$ cat src/rtl/pipeline_hazard_ctrl.sv
// rtl/pipeline_hazard_ctrl.sv - five-stage pipeline stall/flush controller
// Priority: memory wait, mul/div, redirect, load-use, normal flow.
module pipeline_hazard_ctrl (
    input  logic        clk,
    input  logic        rst_n,
    input  logic [4:0]  id_rs1,
    input  logic [4:0]  id_rs2,
    input  logic        id_uses_rs1,
    input  logic        id_uses_rs2,
    input  logic [4:0]  ex_rd,
    input  logic        ex_is_load,
    input  logic        ex_branch_taken,
    input  logic        md_start,
    input  logic        md_done,
    input  logic        mem_req,
    input  logic        dmem_ready,
    output logic        pc_en,
    output logic        if_id_en,
    output logic        id_ex_en,
    output logic        ex_mem_en,
    output logic        mem_wb_en,
    output logic        if_id_flush,
    output logic        id_ex_flush,
    output logic        ex_mem_flush,
    output logic        mem_wb_flush,
    output logic [15:0] stall_cycles,
    output logic        md_timeout
);

    typedef enum logic {RUN = 1'b0, MD_WAIT = 1'b1} state_t;

    state_t      state, state_nx;
    logic        done_pend, done_pend_nx;
    logic [7:0]  md_cnt, md_cnt_nx;
    logic        md_timeout_nx;
    logic        mem_wait, md_busy, md_complete, load_use;

    assign mem_wait    = mem_req && !dmem_ready;
    assign md_busy     = (state == RUN && md_start) ||
                         (state == MD_WAIT && !md_done && !done_pend);
    assign md_complete = (state == MD_WAIT) && (md_done || done_pend);
    // x0 is hardwired zero, so a load targeting it can never create a hazard
    assign load_use    = ex_is_load && (ex_rd != 5'd0) &&
                         ((id_uses_rs1 && id_rs1 == ex_rd) ||
                          (id_uses_rs2 && id_rs2 == ex_rd));

    always_comb begin
        pc_en         = 1'b1;
        if_id_en      = 1'b1;
        id_ex_en      = 1'b1;
        ex_mem_en     = 1'b1;
        mem_wb_en     = 1'b1;
        if_id_flush   = 1'b0;
        id_ex_flush   = 1'b0;
        ex_mem_flush  = 1'b0;
        mem_wb_flush  = 1'b0;
        state_nx      = state;
        done_pend_nx  = done_pend;
        md_cnt_nx     = md_cnt;
        md_timeout_nx = md_timeout;
        if (!rst_n) begin
            pc_en        = 1'b0;
            if_id_en     = 1'b0;
            id_ex_en     = 1'b0;
            ex_mem_en    = 1'b0;
            mem_wb_en    = 1'b0;
            if_id_flush  = 1'b1;
            id_ex_flush  = 1'b1;
            ex_mem_flush = 1'b1;
            mem_wb_flush = 1'b1;
        end else if (mem_wait) begin
            pc_en     = 1'b0;
            if_id_en  = 1'b0;
            id_ex_en  = 1'b0;
            ex_mem_en = 1'b0;
            mem_wb_en = 1'b0;
            // a done pulse arriving while the whole pipe is frozen must not be lost
            if (state == MD_WAIT && md_done)
                done_pend_nx = 1'b1;
        end else if (md_busy) begin
            pc_en        = 1'b0;
            if_id_en     = 1'b0;
            id_ex_en     = 1'b0;
            ex_mem_flush = 1'b1;
            if (state == RUN) begin
                state_nx  = MD_WAIT;
                md_cnt_nx = 8'd0;
            end else if (md_cnt != 8'hFF) begin
                md_cnt_nx = md_cnt + 8'd1;
                if (md_cnt == 8'hFE)
                    md_timeout_nx = 1'b1;
            end
        end else if (md_complete) begin
            state_nx     = RUN;
            done_pend_nx = 1'b0;
        end else if (ex_branch_taken) begin
            if_id_flush = 1'b1;
            id_ex_flush = 1'b1;
        end else if (load_use) begin
            pc_en       = 1'b0;
            if_id_en    = 1'b0;
            id_ex_flush = 1'b1;
        end
    end

    always_ff @(posedge clk or negedge rst_n) begin
        if (!rst_n) begin
            state        <= RUN;
            done_pend    <= 1'b0;
            md_cnt       <= 8'd0;
            md_timeout   <= 1'b0;
            stall_cycles <= 16'd0;
        end else begin
            state      <= state_nx;
            done_pend  <= done_pend_nx;
            md_cnt     <= md_cnt_nx;
            md_timeout <= md_timeout_nx;
            if (!pc_en && stall_cycles != 16'hFFFF)
                stall_cycles <= stall_cycles + 16'd1;
        end
    end

endmodule

$ cat config.mk
export PLATFORM = sky130hd
export DESIGN_NAME = pipeline_hazard_ctrl
export DESIGN_NICKNAME = d
export VERILOG_FILES = /design/src/rtl/pipeline_hazard_ctrl.sv
export SDC_FILE = /design/constraint.sdc
export NUM_CORES = 1
export LEC_CHECK = 0
export CAP_MARGIN = 15
export CELL_PAD_IN_SITES_DETAIL_PLACEMENT = 1
export CELL_PAD_IN_SITES_GLOBAL_PLACEMENT = 2
export CORE_MARGIN = 2
export CORE_UTILIZATION = 28
export CTS_BUF_LIST = sky130_fd_sc_hd__clkbuf_4
export CTS_CLUSTER_DIAMETER = 120
export DETAILED_ROUTE_END_ITERATION = 12
export HOLD_SLACK_MARGIN = 0.12
export PLACE_DENSITY_LB_ADDON = 0.1
export SYNTH_ARGS = -nofsm -noshare
export SYNTH_HDL_FRONTEND = slang
export SYNTH_SLANG_ARGS = --single-unit
$ cat constraint.sdc
create_clock -name clk -period 2.84 [get_ports clk]
set_input_delay 0.284 -clock clk [delete_from_list [all_inputs] [get_ports clk]]
set_output_delay 0.284 -clock clk [all_outputs]
set_load 0.01 [all_outputs]
==> results of run 1 <==
power groups by stage:
stage / Sequential, mW / Combinational (mW) / Clock, mW
3_3_place_gp: 0.674 / 0.718 / 0
6_report: 0.679 / 0.727 / 0.170
3_5_place_dp: 0.687 / 0.736 / 0
4_1_cts: 0.682 / 0.742 / 0.177
2_1_floorplan: 0.709 / 0.297 / 0
5_1_grt: 0.703 / 0.807 / 0.193
logic make-up (layout without fill, tap and decap cells):
kind of cell | after synthesis | in the layout | share of synthesized area
fa+ha+maj | 3 | 3 | 0.02439
simple gates | 75 | 75 | 0.2423
buf+inv | 12 | 67 | 0.03983
mux | 3 | 3 | 0.02033
xor+xnor | 31 | 31 | 0.1764
flops | 27 | 27 | 0.4390
compound gates | 12 | 12 | 0.05773
worst paths after layout:
| path | startpoint | to | slack (ns) | cells after the start |
|---|---|---|---|---|
| max | ex_rd[1] | if_id_en | 0.25 | 6 |
| max reg2reg | stall_cycles[0] | stall_cycles[13] | 0.61 | 8 |
| min in group clk | md_timeout | md_timeout | 0.49 | 2 |
| min reg2reg | md_timeout | md_timeout | 0.49 | 2 |
| max in group asynchronous | rst_n | stall_cycles[0] | 2.07 | 3 |
| min | rst_n | md_cnt[2] | 0.28 | 2 |
layout make-up:
type                            count  area (µm²)
Timing Repair Buffer               55       538.0
Clock buffer                        3       22.52
Sequential cell                    27       675.6
Multi-Input combinational cell    124       802.0
Tap cell                           70       87.58
Clock inverter                      1       5.005
Fill cell                         627        3044
Inverter                            8       30.03
registers in the layout, summed over array words and instances (netlist names):
name	flops
stall_cycles	16
md_cnt	8
done_pend	1
md_timeout	1
state	1
layer usage:
| metal | GRT usage | vias up |
|---|---|---|
| met5 | 0 | - |
| met4 | 0.04211 | 0 |
| met3 | 0.01954 | 4 |
| met2 | 0.2733 | 16 |
| met1 | 0.1952 | 684 |
| li1 | - | 667 |
through the flow:
stage	instances	hold slack (ns)	util	instance area [µm²]	total power, mW
floorplan	163	-0.01159	-	1539	1.006
global placement	284	0.4669	0.4099	2133	1.392
detailed placement	284	0.4622	0.4099	2133	1.423
CTS	288	0.2789	0.4151	2161	1.601
global route	288	0.2939	0.4151	2161	1.704
finish	288	0.2835	0.4151	2161	1.576
cell usage in the layout, fill, tap and decap left out, drive strengths merged:
master         count
and2               2
nor2              17
buf                5
mux2               1
and3               2
inv                8
a31oi              2
mux2i              2
ha                 3
clkdlybuf4s50     50
o31ai              1
o21ai              2
nand2             15
dfrtp             27
xnor2             12
nand2b             1
nor3               8
nand3             11
nor2b              4
a21oi              3
clkinv             1
xor2              19
nand4              8
a211oi             1
a31o               1
nor4               6
or4                1
o22ai              2
clkbuf             3
==> metrics.md, run 1 <==
| Metric | Value |
|---|---|
| Max Cap Violations | 0 |
| Final min period | 2.586 ns |
| Initial core utilization | 0.2957 |
| Clk sinks | 27 |
| Share of layout cells above drive strength 1 | 0.05963 |
| Clock share of power | 0.108 |
| Max layer used | met4 |
| Crit-path cells | clkdlybuf4s50_1 -> or4_1 -> o21ai_2 -> nor2b_1 -> a21oi_1 -> clkdlybuf4s50_1 |
| NetSw | 0.6203 mW |
| RSZ-0062 raised after global routing | false |
| CTS tree | done |
| Core area | 5205 µm² |
| Met1 Wirelength | 1924 µm |
| Routability Congestion | 0.8051 |
| Leak | 0.8788 nW |
| First-pass GRT wire length | 7590 µm |
| Combinational share of power | 0.461 |
| Drt drc | 0 |
| Synthesis-stage register bit count | 27 |
| 1st-iter DRT viols | 50 |
| Top cells by area, synth | dfrtp_1 44%, xor2_1 11%, xnor2_1 6.8% |
| CP max FO | 3 |
| Root Driver | clkbuf_4 |
| Pin count of the biggest net entering global routing | 21 |
| Post-synth top cells | 27 x dfrtp_1, 19 x xor2_1, 17 x nor2_1, 15 x nand2_1, 12 x xnor2_1 |
| Sequential share of power | 0.431 |
| Post-DR wirelength/cell | 14.82 µm |
| Netlist Area Pre-Place | 1539 µm² |
| Clock transition at the registers of the reported paths | 0.14 ns |
| Chip Width | 78.14 µm |
| Vias in the first global route | 1562 |
| # hold bufs at CTS | 0 |
| Area Growth Syn to Fin | 40.41% |
| Syn Nets | 191 |
| Slew Limit Fails | 0 |
| EDFF count, synth | 0 |
| P per Cell Area | 729.1 nW/µm² |
| Height of the die | 78.14 µm |
| Max Fclk | 386.7 MHz |
| Most common cell on crit path | clkdlybuf4s50_1 |
| Clock Latency Late Sink | 0.33 ns |
| Quantity of gates resized following cts | 0 |
| Post-CTS setup buffer count | 0 |
| DR vias/cell | 4.760 |
| TritonCTS Buffers | 3 |
| Initial antenna violation count | 0 |
| Fin nets | 247 |
| Max VDD drop | 0.3122 mV |
| Synth top area share | 0.4390 |
| Pint | 0.9552 mW |
| IO Pins | 51 |
| Post-synthesis cell count | 163 |
| Pre-antenna DRT Iters | 3 |
| Hold Path Class | input pin to async pin |
| Buffers & Inverters on Critical Path | 2 |
| Largest stage delay, worst path | 0.56 ns |
| Antenna diodes | 0 |
| DP HPWL | 3446 µm |
| Crit path required time | 2.56 ns |
| Top FF cell, synth | dfrtp_1 |
| CP arrival | 2.30 ns |
| Setup crit start kind | input pin |
| Port bufs | 50 |
| Yosys cell types | 31 |
| CP top delay family | buffers and inverters |
| Final Cycle Share | 0.9106 |
| Die ar. | 6105 µm² |
| Synth async-reset ratio | 1.000 |
| Avg Synthesized Cell Area | 9.442 µm² |
| Total number of vias | 1371 |
| Worst slew margin | 0.5359 |
| Longest Clk Path Bufs | 2 |
| Met3 wire len | 72 µm |
| Setup TNS | 0 ns |
| Crit. End Element | primary output |
| GRT Total Usage | 0.1534 |
| Hold Vio Cnt, Final | 0 |
| Seq/Total Area, Yosys | 0.4390 |
| Final Worst Setup Slack | 0.2539 ns |
| Cell with the most instances after synthesis | dfrtp_1 |
| Warnings from Yosys | 0 |
| Dpl ws | 0.2325 ns |
| Row count | 26 |
| Critical path class | input pin to primary output |
| Status | finished, final reports clean |
| Slowest CP cell | or4_1 |
| Wire length on met2 | 2215 µm |
| Final setup violation count | 0 |
| Worst Skew | 0.01009 ns |
| Yosys top cell by area | dfrtp_1 |
| Drt total wl | 4267 µm |
| Post-DRT Antenna Nets | 0 |
| Switch share | 0.3937 |
| Total grt overflow | 0 |
| H-tree depth | 1 |
| Worst slew pin tran | 0.6920 ns |
No activity file was read; power rests on OpenSTA's default activity.
==> run 2: changes to the inputs <==
Settings changed: PLACE_DENSITY from default to 0.86, PLACE_DENSITY_LB_ADDON 0.1 to default, SKIP_LAST_GASP from default to 1.
==> metrics.md, run 2 (synthesis results as in run 1) <==
| Metric | Value |
|---|---|
| RR Endpoint | stall_cycles[15] |
| CP arrival | 2.34 ns (+0.04 ns) |
| Register area | 675.6 µm² (unchanged) |
| Total power | 1.561 mW (-0.90%) |
| Drt total wl | 4244 µm (-0.54%) |
| Total number of vias | 1395 (+1.8%) |
| Crit. End Element | primary output |
| Final Cycle Share | 0.9222 (+0.01158) |
| Row count | 26 (unchanged) |
| Post-CTS setup buffer count | 0 (unchanged) |
| Crit path required time | 2.56 ns (about the same) |
| Final min period | 2.619 ns (+0.03288 ns) |
| Leak | 0.8847 nW (+0.67%) |
| Multi-input logic area | 802.0 µm² (unchanged) |
| H-tree depth | 1 (unchanged) |
| Clock Latency Late Sink | 0.33 ns (about the same) |
| Vias in the first global route | 1501 (-3.9%) |
| CTS tree | done |
| Worst slew pin tran | 0.6942 ns (+0.002217 ns) |
| Initial antenna violation count | 0 (unchanged) |
| Post-DR wirelength/cell | 14.69 µm (-0.88%) |
| Setup TNS | 0 ns (unchanged) |
| Max VDD drop | 0.4687 mV (+50%) |
| Max Cap Violations | 0 (unchanged) |
| Setup slack, reg-to-reg | 0.42 ns (-0.19 ns) |
| FILL cells | 606 (-3.3%) |
| Most common cell after layout, fill and taps aside | clkdlybuf4s50_1 |
| Pre-antenna DRT Iters | 4 (+1) |
| Max Fclk | 381.8 MHz (-1.3%) |
| Non-filler instance count after layout | 289 (+0.35%) |
| Most frequent cells in the layout | 50 x clkdlybuf4s50_1, 27 x dfrtp_1, 19 x xor2_1 |
| Pin count of the biggest net entering global routing | 27 (+29%) |
| Number of flip-flops in the largest register | 16 (unchanged) |
| Worst slew margin | 0.5337 (-0.002256) |
| TritonCTS Buffers | 3 (unchanged) |
| Port bufs | 50 (unchanged) |
| Area Growth Syn to Fin | 40.89% |
| Setup crit end | pc_en |
| IO Pins | 51 (unchanged) |
| Height of the die | 78.14 µm (unchanged) |
| Worst R2R Start | stall_cycles[1] |
| Core area | 5205 µm² (unchanged) |
| Clock transition at the registers of the reported paths | 0.15 ns (about the same) |
| First-pass GRT wire length | 7417 µm (-2.3%) |
| RSZ-0062 raised after global routing | false |
| Top Registers | stall_cycles x16, md_cnt x8 |
| DP Cell Count | 285 (+0.35%) |
| Status | finished, final reports clean |
| Util after Layout | 0.4166 (+0.001443) |
| Setup crit start kind | input pin |
| Final setup violation count | 0 (unchanged) |
| GRT Total Usage | 0.1499 (-0.003437) |
| Slew Limit Fails | 0 (unchanged) |
| Chip Width | 78.14 µm (unchanged) |
| Drt drc | 0 (unchanged) |
| Worst Skew | 0.006610 ns (-0.003477 ns) |
| DR vias/cell | 4.827 (+1.4%) |
| DP HPWL | 3259 µm (-5.4%) |
| Crit path from | ex_rd[1] |
| Fin nets | 248 (+0.40%) |
| Initial core utilization | 0.2957 (unchanged) |
| Worst r2r path cells | 9 (+1) |
| Die ar. | 6105 µm² (unchanged) |
| Critical path class | input pin to primary output |
| CP max FO | 3 (unchanged) |
| Antenna diodes | 0 (unchanged) |
| Clk sinks | 27 (unchanged) |
| Total grt overflow | 0 (unchanged) |
| P per Cell Area | 720.0 nW/µm² (-1.2%) |
| Post-DRT Antenna Nets | 0 (unchanged) |
| Root Driver | clkbuf_4 |
| Reg with most FFs | stall_cycles |
| Share of layout cells above drive strength 1 | 0.06393 (+0.004294) |
| 1st-iter DRT viols | 37 (-26%) |
| Longest Clk Path Bufs | 2 (unchanged) |
| Routability Congestion | 0.7510 (-6.7%) |
| Quantity of gates resized following cts | 0 (unchanged) |
| # hold bufs at CTS | 0 (unchanged) |
| Hold Vio Cnt, Final | 0 (unchanged) |
| Hold Path Class | input pin to async pin |
## run 2: layout make-up
type	count	area share
Clock buffer	3	0.01039
Clock inverter	1	0.002308
Inverter	8	0.01385
Multi-Input combinational cell	124	0.3699
Sequential cell	27	0.3116
Tap cell	70	0.04039
Timing Repair Buffer	56	0.2516
## run 2: layer usage
metal / vias to the layer above / track usage / share of wire / routed length (µm)
met4: 0 / 0.01579 / 0.0031 / 13
li1: 668 / - / - / -
met1: 704 / 0.1949 / 0.45 / 1894
met2: 21 / 0.2664 / 0.52 / 2225
met5: - / 0 / 0 / 0
met3: 2 / 0.02989 / 0.026 / 111
## run 2: report_power, final
group	internal, mW	total [mW]	switching [mW]
Sequential	0.514	0.693	0.179
Clock	0.0529	0.174	0.121
Combinational	0.380	0.694	0.314
Total	0.947	1.56	0.614
## run 2: critical path, stage by stage
cell,delay (ns)
clkdlybuf4s50_1,0.48
or4_1,0.56
o21ai_2,0.17
nor2b_1,0.08
a21oi_1,0.19
clkdlybuf4s50_1,0.57
## run 2: stage by stage
step / cell area [µm²] / worst slack [ns] / hold slack [ns]
after floorplan: 1539 / 0.7169 / -0.01159
after global placement: 2141 / 0.2575 / 0.4525
after detailed placement: 2141 / 0.2113 / 0.4627
after CTS: 2168 / 0.2048 / 0.2191
after global routing: 2168 / 0.01855 / 0.2303
final: 2168 / 0.2210 / 0.2328
## run 2: how the worst min path moves through the flow
stage | slack [ns] | end | startpoint | cells after the start
detailed placement | 0.46 | md_timeout | md_timeout | 2
CTS | 0.22 | state | rst_n | 2
global placement | 0.45 | md_timeout | md_timeout | 2
floorplan | -0.01 | done_pend | rst_n | 0
global route | 0.23 | state | rst_n | 2
finish | 0.23 | state | rst_n | 2
